--- src/rtl/ps2_host_tx_if.sv ---
// ---------------------------------------------------------------------------
// ps2_host_tx_if : command handshake between a requester and the PS/2 host
// transmitter.
//   tx_data  [7:0] requester -> transmitter : byte to send
//   tx_start       requester -> transmitter : one-cycle send request
//   busy           transmitter -> requester : transfer in progress
//   done           transmitter -> requester : one-cycle end-of-transfer pulse
//   error          transmitter -> requester : outcome, valid with done
// ---------------------------------------------------------------------------
interface ps2_host_tx_if;
  logic [7:0] tx_data;
  logic       tx_start;
  logic       busy;
  logic       done;
  logic       error;

  modport master (
    output tx_data,
    output tx_start,
    input  busy,
    input  done,
    input  error
  );

  modport slave (
    input  tx_data,
    input  tx_start,
    output busy,
    output done,
    output error
  );
endinterface

--- src/rtl/ps2_host_tx.sv ---
// ---------------------------------------------------------------------------
// ps2_host_tx : PS/2 host-to-device transmitter. Sends one command byte to
// the device: clock inhibit, request-to-send, 11 device-clocked edges, ack
// check, wait for bus idle, with an inter-edge timeout.
//   mclk      in  : system clock
//   rst_n     in  : asynchronous active-low reset
//   tx_if     slave modport : tx_data/tx_start in, busy/done/error out
//   ps2c_in   in  : raw PS2C pad level
//   ps2d_in   in  : raw PS2D pad level
//   ps2c_low  out : 1 pulls PS2C low (open-drain pad control)
//   ps2d_low  out : 1 pulls PS2D low (open-drain pad control)
// ---------------------------------------------------------------------------
module ps2_host_tx #(
  parameter int unsigned INHIBIT_CYC = 5000,
  parameter int unsigned REQ_CYC     = 100,
  parameter int unsigned TIMEOUT_CYC = 750000,
  parameter int unsigned FILT_LEN    = 8
) (
  input  logic            mclk,
  input  logic            rst_n,
  ps2_host_tx_if.slave    tx_if,
  input  logic            ps2c_in,
  input  logic            ps2d_in,
  output logic            ps2c_low,
  output logic            ps2d_low
);

  // One shared counter times inhibit, request and the inter-edge timeout.
  localparam int unsigned MAX_A   = (INHIBIT_CYC > REQ_CYC) ? INHIBIT_CYC : REQ_CYC;
  localparam int unsigned MAX_CYC = (MAX_A > TIMEOUT_CYC) ? MAX_A : TIMEOUT_CYC;
  localparam int unsigned CNT_W   = $clog2(MAX_CYC + 1);
  localparam int unsigned FILT_W  = $clog2(FILT_LEN + 1);

  localparam logic [CNT_W-1:0]  INHIBIT_LAST = CNT_W'(INHIBIT_CYC - 1);
  localparam logic [CNT_W-1:0]  REQ_LAST     = CNT_W'(REQ_CYC - 1);
  localparam logic [CNT_W-1:0]  TIMEOUT_LAST = CNT_W'(TIMEOUT_CYC - 1);
  localparam logic [FILT_W-1:0] FILT_LAST    = FILT_W'(FILT_LEN - 1);

  typedef enum logic [2:0] {
    S_IDLE      = 3'd0,
    S_INHIBIT   = 3'd1,
    S_REQUEST   = 3'd2,
    S_SEND      = 3'd3,
    S_ACK       = 3'd4,
    S_WAIT_IDLE = 3'd5
  } state_t;

  // Odd parity: the parity bit makes the total count of ones odd.
  function automatic logic odd_parity(input logic [7:0] data);
    return ~^data;
  endfunction

  state_t             state_q, state_d;
  logic [1:0]         c_sync_q, c_sync_d;
  logic [1:0]         d_sync_q, d_sync_d;
  logic [FILT_W-1:0]  filt_cnt_q, filt_cnt_d;
  logic               c_filt_q, c_filt_d;
  logic               fall_q, fall_d;
  logic [CNT_W-1:0]   cnt_q, cnt_d;
  logic [3:0]         bit_idx_q, bit_idx_d;
  logic [8:0]         shift_q, shift_d;   // {parity, data}, shifted out LSB first
  logic               ps2c_low_q, ps2c_low_d;
  logic               ps2d_low_q, ps2d_low_d;
  logic               busy_q, busy_d;
  logic               done_q, done_d;
  logic               error_q, error_d;

  // Input synchronizers and PS2C glitch filter with registered fall pulse.
  always_comb begin
    c_sync_d   = {c_sync_q[0], ps2c_in};
    d_sync_d   = {d_sync_q[0], ps2d_in};
    c_filt_d   = c_filt_q;
    filt_cnt_d = '0;
    if (c_sync_q[1] != c_filt_q) begin
      // Accept the new level only after FILT_LEN consecutive differing samples.
      if (filt_cnt_q == FILT_LAST) begin
        c_filt_d   = c_sync_q[1];
        filt_cnt_d = '0;
      end else begin
        filt_cnt_d = filt_cnt_q + FILT_W'(1);
      end
    end else begin
      filt_cnt_d = '0;
    end
    fall_d = c_filt_q & ~c_filt_d;
  end

  // Next-state and registered-output logic of the transfer sequencer.
  always_comb begin
    state_d    = state_q;
    cnt_d      = cnt_q;
    bit_idx_d  = bit_idx_q;
    shift_d    = shift_q;
    ps2c_low_d = ps2c_low_q;
    ps2d_low_d = ps2d_low_q;
    busy_d     = busy_q;
    done_d     = 1'b0;
    error_d    = error_q;

    case (state_q)
      S_IDLE: begin
        ps2c_low_d = 1'b0;
        ps2d_low_d = 1'b0;
        busy_d     = 1'b0;
        cnt_d      = '0;
        bit_idx_d  = 4'd0;
        if (tx_if.tx_start) begin
          shift_d    = {odd_parity(tx_if.tx_data), tx_if.tx_data};
          busy_d     = 1'b1;
          error_d    = 1'b0;
          ps2c_low_d = 1'b1;
          state_d    = S_INHIBIT;
        end else begin
          state_d    = S_IDLE;
        end
      end

      S_INHIBIT: begin
        if (cnt_q == INHIBIT_LAST) begin
          cnt_d      = '0;
          ps2d_low_d = 1'b1;   // start bit
          state_d    = S_REQUEST;
        end else begin
          cnt_d      = cnt_q + CNT_W'(1);
        end
      end

      S_REQUEST: begin
        if (cnt_q == REQ_LAST) begin
          cnt_d      = '0;
          bit_idx_d  = 4'd0;
          ps2c_low_d = 1'b0;   // hand the clock to the device, start bit stays
          state_d    = S_SEND;
        end else begin
          cnt_d      = cnt_q + CNT_W'(1);
        end
      end

      S_SEND, S_ACK, S_WAIT_IDLE: begin
        if ((cnt_q == TIMEOUT_LAST) && !fall_q) begin
          // Device stopped clocking: abandon the transfer. Error is sticky.
          cnt_d      = '0;
          ps2c_low_d = 1'b0;
          ps2d_low_d = 1'b0;
          busy_d     = 1'b0;
          done_d     = 1'b1;
          error_d    = 1'b1;
          state_d    = S_IDLE;
        end else begin
          cnt_d = fall_q ? '0 : (cnt_q + CNT_W'(1));
          case (state_q)
            S_SEND: begin
              if (fall_q) begin
                bit_idx_d = bit_idx_q + 4'd1;
                if (bit_idx_q == 4'd9) begin
                  ps2d_low_d = 1'b0;   // stop bit: line released
                  state_d    = S_ACK;
                end else begin
                  ps2d_low_d = ~shift_q[0];
                  shift_d    = {1'b0, shift_q[8:1]};
                end
              end else begin
                bit_idx_d = bit_idx_q;
              end
            end
            S_ACK: begin
              if (fall_q) begin
                error_d = d_sync_q[1] ? 1'b1 : error_q;
                state_d = S_WAIT_IDLE;
              end else begin
                state_d = S_ACK;
              end
            end
            S_WAIT_IDLE: begin
              if (c_filt_q && d_sync_q[1]) begin
                cnt_d   = '0;
                busy_d  = 1'b0;
                done_d  = 1'b1;
                state_d = S_IDLE;
              end else begin
                state_d = S_WAIT_IDLE;
              end
            end
            default: begin
              state_d = S_IDLE;
            end
          endcase
        end
      end

      default: begin
        ps2c_low_d = 1'b0;
        ps2d_low_d = 1'b0;
        busy_d     = 1'b0;
        cnt_d      = '0;
        state_d    = S_IDLE;
      end
    endcase
  end

  // State and output registers; reset releases both lines immediately.
  always_ff @(posedge mclk or negedge rst_n) begin
    if (!rst_n) begin
      state_q    <= S_IDLE;
      c_sync_q   <= 2'b11;
      d_sync_q   <= 2'b11;
      filt_cnt_q <= '0;
      c_filt_q   <= 1'b1;
      fall_q     <= 1'b0;
      cnt_q      <= '0;
      bit_idx_q  <= 4'd0;
      shift_q    <= 9'd0;
      ps2c_low_q <= 1'b0;
      ps2d_low_q <= 1'b0;
      busy_q     <= 1'b0;
      done_q     <= 1'b0;
      error_q    <= 1'b0;
    end else begin
      state_q    <= state_d;
      c_sync_q   <= c_sync_d;
      d_sync_q   <= d_sync_d;
      filt_cnt_q <= filt_cnt_d;
      c_filt_q   <= c_filt_d;
      fall_q     <= fall_d;
      cnt_q      <= cnt_d;
      bit_idx_q  <= bit_idx_d;
      shift_q    <= shift_d;
      ps2c_low_q <= ps2c_low_d;
      ps2d_low_q <= ps2d_low_d;
      busy_q     <= busy_d;
      done_q     <= done_d;
      error_q    <= error_d;
    end
  end

  assign ps2c_low    = ps2c_low_q;
  assign ps2d_low    = ps2d_low_q;
  assign tx_if.busy  = busy_q;
  assign tx_if.done  = done_q;
  assign tx_if.error = error_q;

endmodule

--- src/flat_wrapper.sv ---
// flat-port wrapper written by rule: the top's interface ports become plain ports
module ps2_host_tx_flat 
#(
  parameter int unsigned INHIBIT_CYC = 5000,
  parameter int unsigned REQ_CYC     = 100,
  parameter int unsigned TIMEOUT_CYC = 750000,
  parameter int unsigned FILT_LEN    = 8
)
  (mclk, rst_n, ps2c_in, ps2d_in, ps2c_low, ps2d_low, tx_if_tx_data, tx_if_tx_start, tx_if_busy, tx_if_done, tx_if_error);
  ps2_host_tx_if tx_if_i ();
  input  logic mclk;
  input  logic rst_n;
  input  logic ps2c_in;
  input  logic ps2d_in;
  output logic ps2c_low;
  output logic ps2d_low;
  input wire logic [$bits(tx_if_i.tx_data)-1:0] tx_if_tx_data;
  input wire logic [$bits(tx_if_i.tx_start)-1:0] tx_if_tx_start;
  output wire logic [$bits(tx_if_i.busy)-1:0] tx_if_busy;
  output wire logic [$bits(tx_if_i.done)-1:0] tx_if_done;
  output wire logic [$bits(tx_if_i.error)-1:0] tx_if_error;
  assign tx_if_i.tx_data = tx_if_tx_data;
  assign tx_if_i.tx_start = tx_if_tx_start;
  assign tx_if_busy = tx_if_i.busy;
  assign tx_if_done = tx_if_i.done;
  assign tx_if_error = tx_if_i.error;
  ps2_host_tx #(.INHIBIT_CYC(INHIBIT_CYC), .REQ_CYC(REQ_CYC), .TIMEOUT_CYC(TIMEOUT_CYC), .FILT_LEN(FILT_LEN)) u_core (.mclk(mclk), .rst_n(rst_n), .tx_if(tx_if_i), .ps2c_in(ps2c_in), .ps2d_in(ps2d_in), .ps2c_low(ps2c_low), .ps2d_low(ps2d_low));
endmodule
--- config.mk ---
export PLATFORM = sky130hd
export DESIGN_NAME = ps2_host_tx_flat
export DESIGN_NICKNAME = d
export VERILOG_FILES = /design/src/rtl/ps2_host_tx_if.sv /design/src/rtl/ps2_host_tx.sv /design/src/flat_wrapper.sv
export SDC_FILE = /design/constraint.sdc
export NUM_CORES = 1
export LEC_CHECK = 0
export ABC_AREA = 1
export ABC_CLOCK_PERIOD_IN_PS = 1650
export CELL_PAD_IN_SITES_DETAIL_PLACEMENT = 0
export CELL_PAD_IN_SITES_GLOBAL_PLACEMENT = 2
export CORE_ASPECT_RATIO = 1.2
export CORE_MARGIN = 2
export CORE_UTILIZATION = 33
export CTS_BUF_LIST = sky130_fd_sc_hd__clkbuf_4 sky130_fd_sc_hd__clkbuf_8
export DETAILED_ROUTE_END_ITERATION = 16
export PLACE_DENSITY = 0.78
export SKIP_CTS_REPAIR_TIMING = 1
export SLEW_MARGIN = 20
export SYNTH_ARGS = -nofsm -noshare
export SYNTH_HDL_FRONTEND = slang
export SYNTH_SLANG_ARGS = --single-unit
--- constraint.sdc ---
create_clock -name mclk -period 1.65 [get_ports mclk]
set_clock_uncertainty 0.15 [all_clocks]
set_input_delay 0.33 -clock mclk [delete_from_list [all_inputs] [get_ports mclk]]
set_output_delay 0.33 -clock mclk [all_outputs]
set_load 0.01 [all_outputs]
Word level (Yosys, flattened, before mapping)
Index checks and enable logic that the tools add are counted.
{"block": "totals", "regBits": 51, "wordCells": 122}
{"block": "classes", "eq_ne": 27, "reduce_logical": 16, "bitwise_logic": 6, "addsub": 3, "n_mux": 56}
{"op": "2-to-1 mux 20 bit", "n": 6}
{"op": "case mux 20 bit (3 select lines)", "n": 1}
{"op": "2-to-1 mux 9 bit", "n": 5}
{"op": "2-to-1 mux 1 bit", "n": 24}
{"op": "2-to-1 mux 4 bit", "n": 6}
{"op": "adder 20 x 1 -> 20 bit (second input constant)", "n": 1}
{"op": "equality test 20 x 13 -> 1 bit (second input constant)", "n": 1}
{"op": "equality test 20 bit (second input constant)", "n": 1}
{"op": "equality test 20 x 7 -> 1 bit (second input constant)", "n": 1}
{"op": "2-to-1 mux 3 bit", "n": 6}
{"op": "inequality test 3 x 1 -> 1 bit (second input constant)", "n": 6}
{"op": "case mux 9 bit (2 select lines)", "n": 1}
{"op": "case mux 3 bit (4 select lines)", "n": 1}
{"op": "case mux 4 bit (3 select lines)", "n": 1}
{"op": "inequality test 2 x 1 -> 1 bit (second input constant)", "n": 5}
{"op": "AND reduction 5 bit", "n": 2}
{"op": "case mux 3 bit (3 select lines)", "n": 1}
{"op": "adder 4 x 1 -> 4 bit (second input constant)", "n": 2}
{"op": "inequality test 4 x 2 -> 1 bit (second input constant)", "n": 2}
{"op": "AND reduction 4 bit", "n": 2}
{"op": "XNOR reduction 8 bit", "n": 1}
{"op": "equality test 3 x 2 -> 1 bit (second input constant)", "n": 2}
{"op": "equality test 3 bit (second input constant)", "n": 2}
{"op": "inequality test 2 bit (second input constant)", "n": 3}
{"op": "other kinds (18)", "n": 25}

Longest topological paths before layout
{"block": "depth", "word_depth": 6, "mapped_depth": 12, "mapped_depth_nobuf": 11}

Worst setup path before layout
OpenSTA, ideal clock, no wires.
{"block": "synth_timing", "kind": "register -> register", "start": "reg u_core.cnt_q[0]", "end": "reg u_core.cnt_q[12]", "arrival_ps": 1510, "setup_slack_ps": -128, "path_buffers": 0, "setup_time_ps": 118, "period_less_slack_ps": 1778, "stages_incl_launch_ff": 10, "t_required_ps": 1382, "path_cell_list": "dfrtp_1 ha_1 nand3_1 nor2_1 nand2_1 nor2_1 nand2_1 nor2_1 xor2_1 nor2_1"}
{"block": "synth_between", "elab_chain_len": 6, "word_cells_on_any_way": 12, "classes_between": "add/sub (1); eq/ne (3); mux (7); reduce/logical (1)"}
{"item": "from (decl)", "line_no": "ps2_host_tx.sv:59", "text": "logic [CNT_W-1:0] cnt_q, cnt_d;"}
{"item": "from (signal assigned)", "line_no": "ps2_host_tx.sv:225", "text": "cnt_q <= cnt_d;"}
{"item": "adder 20 x 1 -> 20 bit", "line_no": "ps2_host_tx.sv:124, ps2_host_tx.sv:135, ps2_host_tx.sv:150"}
{"item": "2-to-1 mux 20 bit", "line_no": "ps2_host_tx.sv:150", "text": "cnt_d = fall_q ? '0 : (cnt_q + CNT_W'(1));"}
{"item": "2-to-1 mux 20 bit", "line_no": "ps2_host_tx.sv:175", "text": "if (c_filt_q && d_sync_q[1]) begin"}
{"item": "2-to-1 mux 20 bit", "line_no": "ps2_host_tx.sv:151", "text": "case (state_q)"}
{"item": "2-to-1 mux 20 bit", "line_no": "ps2_host_tx.sv:140", "text": "if ((cnt_q == TIMEOUT_LAST) && !fall_q) begin"}
{"item": "case mux 20 bit (3 select lines) (*)", "line_no": "ps2_host_tx.sv:100", "text": "case (state_q)"}
{"item": "named net u_core.cnt_d[12]", "line_no": "ps2_host_tx.sv:59"}
Mark *: on every way through the listed nets, which the timed path passes. The rest lies on a longest branch.
A chain may end at the register's enable or synchronous reset.

Worst setup path in the final report
{"block": "layout_timing", "start": "reg u_core.cnt_q[5]", "end": "reg u_core.cnt_q[11]"}
The elaborated chain is that of the path after synthesis.

==> results.md <==
* Total number of H-tree levels at 2
* Sw power at slightly below 0.6 mW
* Crit start category: flop
* Kind of critical path: flop to flop
* Placed insts at approximately 550
* Die Ht at 105.1 um
* Total power at about 2.5 mW
* Setup tns final at -2.725 ns
* Worst VDD drop at ~0.4 mV
* Number of port buffers at 17
* Internal power at 1.903 mW
* Design Area, Final at between 4000 and 5000 um2
* Initial antenna violation count at 0
* Mapped Nets at between 300 and 400
* Initial core utilization at between 30% and 40%
* Final core utilization at 49.79%
* Iter 0 DRT Violations at 61
* DR DRC count at 0
* I/O pin count at 18
* DRT Wirelength at roughly 7 mm
* Seq cells post-synth at 51
* Combinational family with the most area after synthesis: simple AND/OR/NAND/NOR gates
* Violated checks: setup timing
* Synth Cell Area at between 2000 and 3000 um2
* Root Buffer: clkbuf_8
* TritonCTS sink count at 51
* Leak pwr at around 1.9 nW
* Largest net degree at the start of global routing at 24
* Commonest non-fill, non-tap cell in the layout: nand2_1
* Total die area at around 9300 um2
* Placed cell area at about 3600 um2
* Die width at 88.22 um
* Syn Area/Cell at 7.868 um2
* Ant. Diodes at 0
* PD cells at 609.2 nW/um2
* Synth Area in Adders at approximately 1.8%
* Overflow after GRT at 0
* Crit path largest cell delay at roughly 0.42 ns
* Worst Path Max Fanout at 5
* WL/cell at approximately 12 um
* Area Growth Syn to Fin at 45.30%
* Mux cell area share after synthesis at less than 1%
* Worst Tran Pin Value at just under 0.5 ns
* Syn. warnings at 0
* Status: finished, violations left
* Total Routing Usage GR at approximately 16%
* Post-synth cell types at 32
* Gate Count Post-Synth at ~360
* Hold Path Class: flop to flop
* Clock latency on the worst-skew pair at around 0.3 ns
* Layout cells sized above 1 at 34.52%
* Simple-gate share of the synthesized area at 29.58%
* Post-route insts no fill at roughly 560
* Max_cap viols at 0
* CP required at 1.69 ns
* Sw frac at a little under a quarter
* WP data arrival at ~1.8 ns
* Vias in the first global route at 2470
* Most frequent cells in the layout: nand2_1 (69), buf_4 (61), nor2_1 (41), dfrtp_1 (41), inv_1 (32)
* Rows at 36
* Share of total power in combinational logic at slightly below 9%
* Hpwl dp at about 5.1 mm
* Via-to-Cell Ratio at about 4.5
* Crit share post-route at 108.7%
* XOR/XNOR share of the synthesized area at 8.731%
* Seq/Total Area, Yosys at between 40 and 50%
* Clk slew on worst S/H paths at around 0.090 ns
* CP dominant cell by count: nor2_2
* First-pass detailed-route iteration total at 4
* Clock share of power at a little over a third
* Share of power burned in registers at between 50 and 60%
* Fillers at 834
* Maximum clock rate at ~0.56 GHz
* First-pass GRT wire length at about 11 mm
* CP Capture Type: flop
* Pins Over Slew Limit at 0
* Compound-cell area share of the yosys netlist at under 10%
* Core area at a little over 8000 um2
* Final WS setup at -0.1429 ns
* Hold violation total from the final report at 0
* Cts bufs inserted at 5
* Placer congestion estimate at 0.7999
* TritonCTS clock tree: built
* RSZ-0062 raised after global routing: yes
* Clock buffer depth at 2
* CP Cell Sequence: inv_1 > nor2_2 > nand2_1 > nor2_2 > nand3_1 > nand2_2 > inv_2 > a21oi_4 > clkbuf_16 > nor2_2
* Final #Nets at 465
* Slew margin rel. at around two thirds
* Post-DRT Antenna Nets at 0
* CP delay by family, top: simple AND/OR/NAND/NOR gates
* Setup violators final at 24
* Fin crit period at between 1.5 and 2 ns
* Via count at 2521
* CP bufs+invs at 3
* Critical path's slowest cell: dfrtp_1
through the flow:
step | setup WS, ns | hold slack, ns
after floorplan | -0.003040 | -0.1156
after global placement | -0.1152 | 0.1601
after detailed placement | -0.1383 | 0.1747
after CTS | -0.1439 | -0.1650
after global routing | -0.2278 | 0.2201
final | -0.1429 | 0.2100
cell families after synthesis:
kind of cell,after synthesis
AO/OA/AOI/OAI,30
buffers and inverters,50
multiplexers,1
flip-flops,51
adder cells (fa/ha/maj),4
XOR/XNOR,28
AND/OR/NAND/NOR,193
synth_stat cells:
cell type / instances / area share, %
a21oi_1: 1 / 0.18
a21oi_2: 1 / 0.31
a31oi_1: 1 / 0.22
and3_1: 1 / 0.22
buf_2: 3 / 0.53
buf_4: 1 / 0.27
buf_6: 2 / 0.80
clkbuf_2: 1 / 0.18
dfrtp_1: 46 / 41
dfstp_2: 5 / 4.7
ha_1: 4 / 1.8
inv_1: 37 / 4.9
inv_2: 6 / 0.80
mux2i_1: 1 / 0.36
nand2_1: 83 / 11
nand2_2: 2 / 0.45
nand3_1: 27 / 4.8
nand3_2: 1 / 0.36
nand3b_1: 4 / 1.1
nand4_1: 8 / 1.8
nor2_1: 60 / 8.0
nor2_2: 2 / 0.45
nor3_1: 3 / 0.53
nor3_4: 1 / 0.58
o211ai_1: 7 / 1.9
o21ai_0: 8 / 1.4
o21ai_1: 8 / 1.4
o21bai_1: 1 / 0.27
o22ai_1: 3 / 0.67
or2_0: 1 / 0.22
xnor2_1: 10 / 3.1
xor2_1: 18 / 5.6
layer usage:
layer / GRT usage [%] / vias to the layer above / share of wire (%)
li1: - / 1310 / -
met1: 20.79 / 1166 / 45
met2: 26.15 / 39 / 51
met3: 2.133 / 6 / 2.3
met4: 3.680 / 0 / 0.98
met5: 0 / - / 0
worst paths after layout:
kind / startpoint / end / slack [ns] / cells after the start
max reg2reg: u_core.cnt_q[5] / u_core.cnt_q[11] / -0.14 / 10
max: u_core.cnt_q[5] / u_core.cnt_q[11] / -0.14 / 10
max in group asynchronous: rst_n / u_core.cnt_q[8] / 0.45 / 3
min reg2reg: u_core.d_sync_q[0] / u_core.d_sync_q[1] / 0.21 / 0
min in group asynchronous: rst_n / u_core.cnt_q[5] / 0.37 / 2
min: u_core.d_sync_q[0] / u_core.d_sync_q[1] / 0.21 / 0
registers in the layout (all words and copies together), names as in the netlist:
register	cells
u_core.c_sync_q	2
u_core.fall_q	1
u_core.cnt_q	20
u_core.bit_idx_q	4
u_core.ps2c_low	1
u_core.tx_if.error	1
u_core.tx_if.done	1
u_core.state_q	3
u_core.tx_if.busy	1
u_core.filt_cnt_q	4
u_core.c_filt_q	1
u_core.shift_q	9
u_core.d_sync_q	2
u_core.ps2d_low	1
cell type report:
class,count,area [um2],share of cell area [%]
timing repair buffer,90,800.8,19.62
multi-input combinational,256,1553,38.04
clock buffer,6,82.58,2.023
inverter,43,173.9,4.261
tap,114,142.6,3.495
sequential,51,1289,31.58
timing repair inverter,1,5.005,0.1226
clock inverter,2,35.03,0.8584
power groups by stage:
stage	combinational, mW	sequential, mW	clock (mW)
after global placement	0.218	1.38	0
final	0.222	1.36	0.908
after floorplan	0.124	1.36	0
after global routing	0.256	1.36	0.997
after CTS	0.221	1.35	0.958
after detailed placement	0.219	1.38	0
(Power assumes the default switching activity.)
